### src/rtl/fetch_unit.sv
// Instruction fetch stage: owns the PC, drives a synchronous-read ROM and hands a registered
// instruction word, its PC and a valid flag to decode. Handles branch redirect, stall and halt.
module fetch_unit #(
  parameter int unsigned          PC_W       = 10,
  parameter int unsigned          INSTR_W    = 9,
  parameter logic [PC_W-1:0]      START_ADDR = '0,
  parameter logic [INSTR_W-1:0]   HALT_CODE  = 9'h1FF
) (
  input  logic               Clk,
  input  logic               Reset,
  input  logic               Start,
  input  logic               Stall,
  input  logic               BrTaken,
  input  logic [5:0]         BImmed,
  output logic [PC_W-1:0]    Imem_addr,
  output logic               Imem_en,
  input  logic [INSTR_W-1:0] Imem_rdata,
  output logic [INSTR_W-1:0] Mach_code,
  output logic               Instr_valid,
  output logic [PC_W-1:0]    PC_out,
  output logic               Done
);

  typedef enum logic [1:0] {StIdle, StRun, StHalt} state_e;

  state_e             state_q, state_d;
  logic [PC_W-1:0]    fpc_q, fpc_d;
  logic [PC_W-1:0]    dpc_q, dpc_d;
  logic               dvalid_q, dvalid_d;
  logic [INSTR_W-1:0] mach_q, mach_d;
  logic [PC_W-1:0]    pc_out_q, pc_out_d;
  logic               ivalid_q, ivalid_d;
  logic               done_q, done_d;
  logic [PC_W-1:0]    br_off;
  logic               imem_en;

  assign br_off = {{(PC_W-6){BImmed[5]}}, BImmed};

  always_comb begin
    state_d  = state_q;
    fpc_d    = fpc_q;
    dpc_d    = dpc_q;
    dvalid_d = dvalid_q;
    mach_d   = mach_q;
    pc_out_d = pc_out_q;
    ivalid_d = ivalid_q;
    done_d   = done_q;
    imem_en  = 1'b0;
    unique case (state_q)
      StIdle: begin
        if (Start) begin
          fpc_d    = START_ADDR;
          dvalid_d = 1'b0;
          state_d  = StRun;
        end
      end
      StRun: begin
        if (!Stall) begin
          imem_en  = 1'b1;
          fpc_d    = fpc_q + PC_W'(1);
          dpc_d    = fpc_q;
          dvalid_d = 1'b1;
          mach_d   = Imem_rdata;
          pc_out_d = dpc_q;
          ivalid_d = dvalid_q;
          if (ivalid_q && (mach_q == HALT_CODE)) begin
            // Freeze the pipeline with the halt word still on Mach_code, but no longer valid.
            fpc_d    = fpc_q;
            dpc_d    = dpc_q;
            mach_d   = mach_q;
            pc_out_d = pc_out_q;
            dvalid_d = 1'b0;
            ivalid_d = 1'b0;
            done_d   = 1'b1;
            state_d  = StHalt;
          end else if (ivalid_q && BrTaken) begin
            // Squash both younger words; target reaches decode after two bubbles.
            fpc_d    = pc_out_q + br_off;
            dvalid_d = 1'b0;
            ivalid_d = 1'b0;
          end
        end
      end
      StHalt: begin
        if (Start) begin
          done_d   = 1'b0;
          fpc_d    = START_ADDR;
          dvalid_d = 1'b0;
          state_d  = StRun;
        end
      end
      default: state_d = StIdle;
    endcase
  end

  always_ff @(posedge Clk or posedge Reset) begin
    if (Reset) begin
      state_q  <= StIdle;
      fpc_q    <= START_ADDR;
      dpc_q    <= '0;
      dvalid_q <= 1'b0;
      mach_q   <= '0;
      pc_out_q <= '0;
      ivalid_q <= 1'b0;
      done_q   <= 1'b0;
    end else begin
      state_q  <= state_d;
      fpc_q    <= fpc_d;
      dpc_q    <= dpc_d;
      dvalid_q <= dvalid_d;
      mach_q   <= mach_d;
      pc_out_q <= pc_out_d;
      ivalid_q <= ivalid_d;
      done_q   <= done_d;
    end
  end

  assign Imem_addr   = fpc_q;
  assign Imem_en     = imem_en;
  assign Mach_code   = mach_q;
  assign Instr_valid = ivalid_q;
  assign PC_out      = pc_out_q;
  assign Done        = done_q;

endmodule

### config.mk
export PLATFORM = sky130hd
export DESIGN_NAME = fetch_unit
export DESIGN_NICKNAME = d
export VERILOG_FILES = /design/src/rtl/fetch_unit.sv
export SDC_FILE = /design/constraint.sdc
export NUM_CORES = 1
export LEC_CHECK = 0
export ABC_AREA = 1
export BUFFER_PORTS_ARGS = -buffer_cell sky130_fd_sc_hd__buf_4
export CAP_MARGIN = 25
export CORE_MARGIN = 2
export CORE_UTILIZATION = 40
export DETAILED_ROUTE_END_ITERATION = 8
export PLACE_DENSITY = 0.65
export SYNTH_ARGS = -nofsm -noshare
export SYNTH_HDL_FRONTEND = slang
export SYNTH_SLANG_ARGS = --single-unit
### constraint.sdc
create_clock -name Clk -period 1.9 [get_ports Clk]
set_input_delay 0.38 -clock Clk [delete_from_list [all_inputs] [get_ports Clk]]
set_output_delay 0.38 -clock Clk [all_outputs]
set_load 0.1 [all_outputs]
# Word-level counts from Yosys, hierarchy flattened
# Index checks and enable logic that the tools add are counted.
# classes
add_sub_neg,2
n_eq_ne,8
n_mux,21
bitwise_logic,2
n_reduce_logical,12
# op_table
op,n
10-bit two-way mux,4
10-bit case mux with 2 select lines,1
10-bit by 1-bit adder with 10-bit output (second input constant),1
10-bit adder,1
1-bit two-way mux,10
9-bit equality test (second input constant),1
3-bit AND reduction,3
2-bit inequality test (second input constant),4
4-bit AND reduction,2
2-bit two-way mux,3
1-bit case mux with 2 select lines,2
2-bit case mux with 2 select lines,1
2-bit nonzero test,2
2-bit by 1-bit equality test with 1-bit output (second input constant),1
2-bit equality test (second input constant),1
1-bit logical AND,2
2-bit logical NOT,1
2-bit by 1-bit inequality test with 1-bit output (second input constant),1
1-bit inverter,2
2-bit AND reduction,1
2-bit OR reduction,1
# totals
reg_bits,44
inputBits,20
out_inout_bits,32
wordCells,53

# Longest topological paths before layout
# depth
ltp_word,5
depth_mapped,12
ltp_nobuf,12

# Worst setup path before layout
# Ideal clock, no wire load.
# synth_path
kind,register to register
from,reg pc_out_q[0] (netlist: PC_out[0])
to,reg fpc_q[6] (netlist: Imem_addr[6])
setup_ns,0.120
arrival_time_ns,2.325
required_ns,1.780
path_slack_ns,-0.545
stages_incl_launch_ff,12
path_buffers,0
synth_period_minus_slack_ns,2.445
path_cell_list,dfrtp_1 > ha_1 > inv_1 > fa_1 > inv_1 > nand2_1 > a21oi_1 > nand3_1 > nand3_1 > nand3_1 > nand2_1 > nand2_1
# synth_via
elab_chain_len,5
# synth_rtl
item,line,text
from (decl),31,"logic [PC_W-1:0] pc_out_q, pc_out_d;"
from (signal assigned),112,pc_out_q <= pc_out_d;
10-bit adder,78,fpc_d = pc_out_q + br_off;
10-bit two-way mux,76,end else if (ivalid_q && BrTaken) begin
10-bit two-way mux,66,if (ivalid_q && (mach_q == HALT_CODE)) begin
10-bit two-way mux,58,if (!Stall) begin
10-bit case mux with 2 select lines,49,unique case (state_q)
to (signal assigned),108,fpc_q <= fpc_d;
to (decl),27,"logic [PC_W-1:0] fpc_q, fpc_d;"
# Every way passes these cells. The select of a mux whose other input is x is not followed.
# A chain may end at the register's enable or synchronous reset.

# Worst setup path after layout
# Ends and elaborated chain as after synthesis.

==> reports/results.ini <==
[route]
wl_per_cell_um=12.5
dr.pass1.iters=5
route.detailed.drc=0
drt-initial-drc-count=180
ant_nets=0
wl_mm=5.78
vias=2242
avgViaCountPerCell=4.86

[floorplan]
pin_count=52
start_util_pct=41.8
rows=28
core_area_um2=5960
die_y_um=82.9
die_x_um=82.9
die_area_um2=6870

[yosys]
seq_area_frac_synth_pct=44.2
synth_most_common_cell=nand2_1
syn-mean-instance-area_um2=7.52
ys_ff_latch=44
ys.flop_type=dfrtp_1
synth_nets=362
synth_commonest_cells=nand2_1, dfrtp_1, inv_1
synthDistinctLibCells=30
synth_area_um2=2490
synth_edf_count=0
yosysTopAreaCell=dfrtp_1
synthArstFlopShare_pct=100
ys_top_cells_by_area=dfrtp_1, nand2_1, inv_1
yosys_warnings=0
syn_inst=331
synth_top_area_share_pct=44.2

[critical_path]
end_kind=flip-flop
crit_type=flip-flop to flip-flop
worst_ep_arrival_time_ns=1.94
cp-start-kind=flip-flop
required_ns=2.09
crit_fanout=3

[clock_network]
cts_inserted_buffers=5
cts-root-buf=clkbuf_8
cts_tree=built
cts_max_level=2
cts_sinks=44
clock_latency_ns=0.30
path_clk_slew_ns=0.09
hold_buffers=0
clock_path_buffers=2

[sta]
max_freq_mhz=573
setup_viol=0
skew_ns=0.00742
period_needed_ns=1.74
slew_headroom_pct=49.8
grt_setup_unrepaired=false
fin_tns_setup_ns=0
slew_viol_final=0
tightest_slew_ns=0.751
finalCritPeriodShare_pct=91.8
hold_violations=0

[final_layout]
fin_util_pct=52.1
fin_area_um2=3100
layout-drive-gt1-share_pct=25.4
num_antenna_cells=0
fillers=606
nets=416
syn_to_final_growth_pct=24.5

[grt]
grt_usage_pct=17.6
grt_pass1_wl_mm=9.86
overflow=0
grt_start_max_net_pins=48
grt_pass1_vias=2010
antenna_found_initial=0

[min_path]
hold_class=primary input to async pin

[place]
postPlaceCellArea_um2=2990
dp_hpwl_mm=4.19
routabilityCongestion=0.853
port_buffers=51

[job]
drv_cap=0

[outcome]
status=finished clean

==> flip-flops by register name, summed over array words and instances, names as in the netlist <==
signal,cells
PC_out,10
Done,1
state_q,2
dpc_q,10
dvalid_q,1
Mach_code,9
Instr_valid,1
Imem_addr,10
==> worst max-delay path: stages (launching register included) <==
cell and delay, ns:
dfrtp_4 0.43, ha_4 0.14, inv_1 0.05, fa_2 0.33, inv_2 0.06, nand2_2 0.06
a21oi_4 0.16, nand3_2 0.09, nand3_1 0.08, nand3_1 0.08, nand2_1 0.09, nand2_1 0.06
==> layer usage <==
metal,vias up,wire (um),GRT usage [%]
met5,-,0,0
met4,0,78,5.37
met3,6,280,3.68
met2,50,2480,24.8
met1,1039,2940,26.9
li1,1147,-,-
==> final timing paths <==
check	from	depth (start not counted)	slack (ns)	to
setup / recovery	PC_out[0]$_DFFE_PP0P_	11	0.16	Imem_addr[6]$_DFFE_PP0P_
hold / removal	Reset	3	0.10	Mach_code[8]$_DFFE_PP0P_
min in group Clk	Imem_rdata[1]	3	0.27	Mach_code[1]$_DFFE_PP0P_
max in group asynchronous	Reset	3	1.55	PC_out[4]$_DFFE_PP0P_
hold reg to reg	dpc_q[4]$_DFFE_PP0P_	2	0.47	PC_out[4]$_DFFE_PP0P_
setup reg to reg	PC_out[0]$_DFFE_PP0P_	11	0.16	Imem_addr[6]$_DFFE_PP0P_
==> cell usage in the layout, fill, tap and decap left out, types with 2 or more instances in the layout <==
master / netlist / final
o21ai_1: 2 / 2
o21ai_2: 2 / 2
o22ai_2: 2 / 2
nand3_1: 17 / 16
dfrtp_1: 44 / 27
ha_1: 10 / 9
nor2_1: 21 / 21
xor2_1: 2 / 2
dfrtp_2: 0 / 15
nand2_2: 1 / 2
o21ai_0: 22 / 22
xnor2_1: 2 / 2
nand4_1: 4 / 4
buf_12: 0 / 2
clkbuf_8: 0 / 5
clkinv_2: 0 / 2
nand2_1: 133 / 132
dfrtp_4: 0 / 2
inv_1: 36 / 34
a21oi_1: 13 / 12
inv_2: 3 / 4
buf_4: 3 / 53
==> metrics by stage <==
stage	cells	setup slack, ns	hold WS (ns)
after global placement	452	0.101	0.446
final	461	0.155	0.102
after CTS	460	0.0758	0.116
after floorplan	331	-0.0114	0.442
after detailed placement	452	0.0358	0.451
after global routing	461	0.00230	0.135
==> kinds of logic after synthesis <==
logic type / synth area share [%]
AOI/OAI and AO/OA: 10.0
xor gates and xnor gates: 1.41
adders and majority gates: 5.83
buffers and inverters: 8.64
DFF: 44.2
and+or+nand+nor: 29.9
==> timing repair <==
| item | 4_1_cts | 5_1_grt |
|---|---|---|
| buffers inserted | 0 | 1 |
| resized for setup | 0 | 4 |
| setup endpoints to repair | 0 | 3 |
==> layout make-up <==
| class | count | area [um^2] | area share [%] |
|---|---|---|---|
| well taps | 75 | 93.8 | 3.03 |
| multi-input cells | 240 | 1210 | 38.9 |
| inverters | 39 | 146 | 4.72 |
| repair buffers | 55 | 438 | 14.1 |
| clock inverters | 3 | 18.8 | 0.605 |
| clock buffers | 5 | 68.8 | 2.22 |
| flip-flops and latches | 44 | 1130 | 36.4 |
Power is left out: the tool's default activity adds up to more than one toggle a clock period on the data nets, which glitch-free logic cannot reach.
